**config.mk**
```make
export PLATFORM = sky130hd
export DESIGN_NAME = unified_mem_arbiter
export DESIGN_NICKNAME = d
export VERILOG_FILES = /design/src/rtl/unified_mem_arbiter.sv
export SDC_FILE = /design/constraint.sdc
export NUM_CORES = 1
export LEC_CHECK = 0
export ABC_AREA = 1
export CAP_MARGIN = 20
export CORE_MARGIN = 2
export CORE_UTILIZATION = 39
export CTS_CLUSTER_DIAMETER = 100
export DETAILED_ROUTE_END_ITERATION = 6
export GPL_TIMING_DRIVEN = 1
export PLACE_DENSITY_LB_ADDON = 0.1
export SETUP_SLACK_MARGIN = 0.02
export SLEW_MARGIN = 30
export SYNTH_ARGS = -nofsm -noshare
export SYNTH_HDL_FRONTEND = slang
export SYNTH_SLANG_ARGS = --single-unit
```
**constraint.sdc**
```tcl
create_clock -name clk -period 3 [get_ports clk]
set_input_delay 0.6 -clock clk [delete_from_list [all_inputs] [get_ports clk]]
set_output_delay 0.6 -clock clk [all_outputs]
set_load 0.005 [all_outputs]
```
**src/rtl/unified_mem_arbiter.sv**
```systemverilog
// Arbiter sharing one single-port memory between instruction fetch and data access.
// One transaction at a time; bounded fetch starvation; fetch kill support.
module unified_mem_arbiter #(
    parameter int unsigned ADDR_W       = 32,
    parameter int unsigned DATA_W       = 32,
    parameter int unsigned MAX_D_STREAK = 4
) (
    input  logic              clk,
    input  logic              rst,
    input  logic              if_req,
    input  logic [ADDR_W-1:0] if_addr,
    input  logic              if_kill,
    output logic              if_done,
    output logic [DATA_W-1:0] if_rdata,
    input  logic              dm_req,
    input  logic              dm_we,
    input  logic [ADDR_W-1:0] dm_addr,
    input  logic [DATA_W-1:0] dm_wdata,
    output logic              dm_done,
    output logic [DATA_W-1:0] dm_rdata,
    output logic              mem_valid,
    output logic              mem_we,
    output logic [ADDR_W-1:0] mem_addr,
    output logic [DATA_W-1:0] mem_wdata,
    input  logic              mem_ack,
    input  logic [DATA_W-1:0] mem_rdata,
    output logic              stall_f,
    output logic              stall_m
);

    typedef enum logic [1:0] {IDLE, D_BUSY, I_BUSY} state_t;

    localparam logic [3:0] STREAK_MAX = 4'(MAX_D_STREAK);

    state_t            state, state_n;
    logic [3:0]        streak, streak_n;
    logic              kill_pend, kill_pend_n;
    logic [ADDR_W-1:0] addr_q, addr_n;
    logic [DATA_W-1:0] wdata_q, wdata_n;
    logic              we_q, we_n;
    logic              if_live;
    logic              if_starved;

    assign if_live    = if_req & ~if_kill;
    assign if_starved = if_live & (streak == STREAK_MAX);

    always_ff @(posedge clk or negedge rst) begin
        if (!rst) begin
            state     <= IDLE;
            streak    <= '0;
            kill_pend <= 1'b0;
            addr_q    <= '0;
            wdata_q   <= '0;
            we_q      <= 1'b0;
        end else begin
            state     <= state_n;
            streak    <= streak_n;
            kill_pend <= kill_pend_n;
            addr_q    <= addr_n;
            wdata_q   <= wdata_n;
            we_q      <= we_n;
        end
    end

    always_comb begin
        state_n     = state;
        streak_n    = streak;
        kill_pend_n = 1'b0;
        addr_n      = addr_q;
        wdata_n     = wdata_q;
        we_n        = we_q;
        case (state)
            IDLE: begin
                // Data side wins unless the waiting fetch has hit its streak limit
                if (dm_req && !if_starved) begin
                    state_n  = D_BUSY;
                    addr_n   = dm_addr;
                    we_n     = dm_we;
                    wdata_n  = dm_wdata;
                    if (!if_req)
                        streak_n = '0;
                    else if (streak >= STREAK_MAX)
                        streak_n = STREAK_MAX;
                    else
                        streak_n = streak + 4'd1;
                end else if (if_live) begin
                    state_n  = I_BUSY;
                    addr_n   = if_addr;
                    we_n     = 1'b0;
                    streak_n = '0;
                end
            end
            D_BUSY: begin
                if (mem_ack)
                    state_n = IDLE;
            end
            I_BUSY: begin
                // A killed fetch still runs to its ack; only its done pulse is suppressed
                kill_pend_n = ~mem_ack & (kill_pend | if_kill);
                if (mem_ack)
                    state_n = IDLE;
            end
            default: state_n = IDLE;
        endcase
    end

    assign mem_valid = (state != IDLE);
    assign mem_we    = we_q;
    assign mem_addr  = addr_q;
    assign mem_wdata = wdata_q;

    assign dm_done  = (state == D_BUSY) & mem_ack;
    assign dm_rdata = mem_rdata;
    assign if_done  = (state == I_BUSY) & mem_ack & ~kill_pend & ~if_kill;
    assign if_rdata = mem_rdata;

    assign stall_f = if_req & ~if_done;
    assign stall_m = dm_req & ~dm_done;

endmodule

```
==> metrics.yaml <==
setup_path:
  rr_endpoint: "mem_addr[20]$_DFFE_PN0P_"
  critPathLaunch: "mem_ack"
  worstRegToRegCells: 9
  cp.required_ns: 2.40
  r2r_slack_ns: 1.12
  cp_max_fo: 3
  path_class: "in2out"
  critPathArrivalTime_ns: 2.19
  crit_end: "if_done"
  r2r-start: "streak[0]$_DFFE_PN0P_"
  start_kind: "input port"
  crit_path_end_kind: "output pin"
drt:
  wire_per_inst_um: 12.0
  wirelength_um: 9280
  first_pass_iters: 4
  vias: 3370
  drcViolationCount: 0
  drt_first_iter_violations: 133
  via_per_inst: 4.34
  ant_nets: 0
timing:
  relSlewSlack: 0.556
  worst_clock_skew_ns: 0.00965
  tightest_slew_ns: 0.664
  fmax_ghz: 0.358
  setup_viol: 0
  fin_crit_sh: 0.930
  fin_tns_setup_ns: 0
  fin_crit_ns: 2.79
  rsz0062_at_grt: "no"
  finalHoldViolCount: 0
  finalMaxSlewViolations: 0
clock_network:
  ctsHoldBuffers: 0
  cts_inserted_buffers: 9
  htree_levels: 3
  clkTransAtPathRegs_ns: 0.07
  post_cts_buffers: 0
  clk_path_buf_depth: 2
  cts_num_sinks: 72
  clk_latency_ns: 0.34
  cts_resized: 0
  cts_tree: "built"
  root_buffer: "clkbuf_8"
grt:
  grt_max_degree: 73
  grt.total_usage: 0.168
  first_global_vias: 3327
  grt_pass1_wl_um: 15300
  gr-total-overflow: 0
  grt_antenna_before_repair: 0
yosys:
  ys.flop_type: "dfrtp_1"
  syn_nets: 678
  ys_top_cells_by_area: "dfrtp_1, nand2_1, buf_4"
  synth_top_area_frac: 0.441
  synthTopCellsByCount: "nand2_1, inv_1, dfrtp_1"
  synthArstFlopShare: 1.00
  yosys_register_bits: 72
  syn_avg_cell_area_sq_um: 7.59
  synth_cell_types: 21
  yosysMostFrequentCell: "nand2_1"
  synth_area_sq_mm: 0.00409
  syn_inst: 538
  yosys_warnings: 0
  synth_area_leader_cell: "dfrtp_1"
  synth_edf_count: 0
  yosysSeqAreaShare: 0.441
finish:
  fill_cells: 986
  area_growth_pct: 35.4
  antenna_cells: 0
  fin_cells: 776
  nNetsFinal: 777
  drive_gt1_frac: 0.0438
pwr:
  irDropWorstVdd_v: 0.000290
  pwr_density_cell_mw_per_mm2: 783
  leakagePower_nw: 2.87
placement:
  place_congestion: 0.741
  placed_cells: 762
  dp_hpwl_um: 6580
  port_buffers: 172
floorplan:
  dieArea_sq_mm: 0.0113
  ios: 269
  chipWidth_um: 106
  core_area_sq_mm: 0.0102
  start_util: 0.399
  rows: 37
  fp.dieH_um: 106
outcome:
  status: "complete, no violations"
worst_hold_path:
  hp-class: "in2async"
flow_run:
  max_cap_viol_count: 0
logic make-up after synthesis:
family | after synthesis | synth area share
adders and majority gates | 5 | 0.0153
buffers and inverters | 199 | 0.263
AOI/OAI and AO/OA | 40 | 0.0499
and+or+nand+nor | 222 | 0.231
DFF | 72 | 0.441
metal layers:
metal / up-vias / routed length [um] / global-route usage
li1: 1737 / - / -
met1: 1479 / 4040 / 0.206
met2: 139 / 4150 / 0.266
met3: 15 / 971 / 0.0681
met4: 0 / 116 / 0.0620
met5: - / 0 / 0
power by group:
part	total (mW)	switching (mW)	internal [mW]
Sequential	1.67	0.245	1.42
Clock	0.714	0.342	0.372
Combinational	1.95	0.810	1.14
critical path, cell delays in order:
cell and delay (ns):
clkdlybuf4s50_1 0.51, inv_1 0.06, nor4_1 0.42, clkdlybuf4s50_1 0.60
placed cells by master, fill, tap and decap left out, drive strengths merged:
master / instances
clkdlybuf4s50: 171
nand2: 146
inv: 111
dfrtp: 72
nand3: 67
o21ai: 38
clkbuf: 10
nor2: 6
ha: 5
buf: 5
nor3: 2
clkinv: 2
a21oi: 2
nor4: 1
clkinvlp: 1
bufinv: 1
through the flow:
| step | utilization | setup WS, ns | instance area, sq um | power (mW) | hold slack, ns |
|---|---|---|---|---|---|
| final | 0.541 | 0.210 | 5530 | 4.33 | 0.267 |
| after global routing | 0.541 | 0.130 | 5530 | 4.70 | 0.313 |
| after CTS | 0.540 | 0.204 | 5530 | 4.40 | 0.422 |
| after detailed placement | 0.523 | 0.211 | 5350 | 3.66 | 0.464 |
| after global placement | 0.523 | 0.240 | 5350 | 3.63 | 0.462 |
| after floorplan | - | 1.34 | 4090 | 2.56 | 0.304 |
worst min-delay path by stage:
stage,startpoint,cells past startpoint,endpoint,slack (ns)
6_report,rst,1,mem_wdata[21]$_DFFE_PN0P_,0.27
3_5_place_dp,mem_addr[1]$_DFFE_PN0P_,2,mem_addr[1]$_DFFE_PN0P_,0.46
4_1_cts,rst,1,mem_wdata[20]$_DFFE_PN0P_,0.42
2_1_floorplan,rst,0,kill_pend$_DFF_PN0_,0.30
5_1_grt,rst,1,mem_wdata[21]$_DFFE_PN0P_,0.31
3_3_place_gp,mem_addr[0]$_DFFE_PN0P_,2,mem_addr[0]$_DFFE_PN0P_,0.46
registers in the layout (all words and copies together) (netlist names):
signal,flops
kill_pend,1
streak,4
mem_we,1
mem_addr,32
mem_wdata,32
state,2
final cells by class:
cell class / instances / area, sq um / share of cell area
tap: 136 / 170 / 0.0308
clock inverter: 4 / 47.5 / 0.00859
sequential: 72 / 1800 / 0.326
multi-input combinational: 267 / 1220 / 0.220
timing repair buffer: 176 / 1750 / 0.317
inverter: 111 / 417 / 0.0753
clock buffer: 10 / 128 / 0.0231
Note: power is estimated with default switching activity, not from simulation.
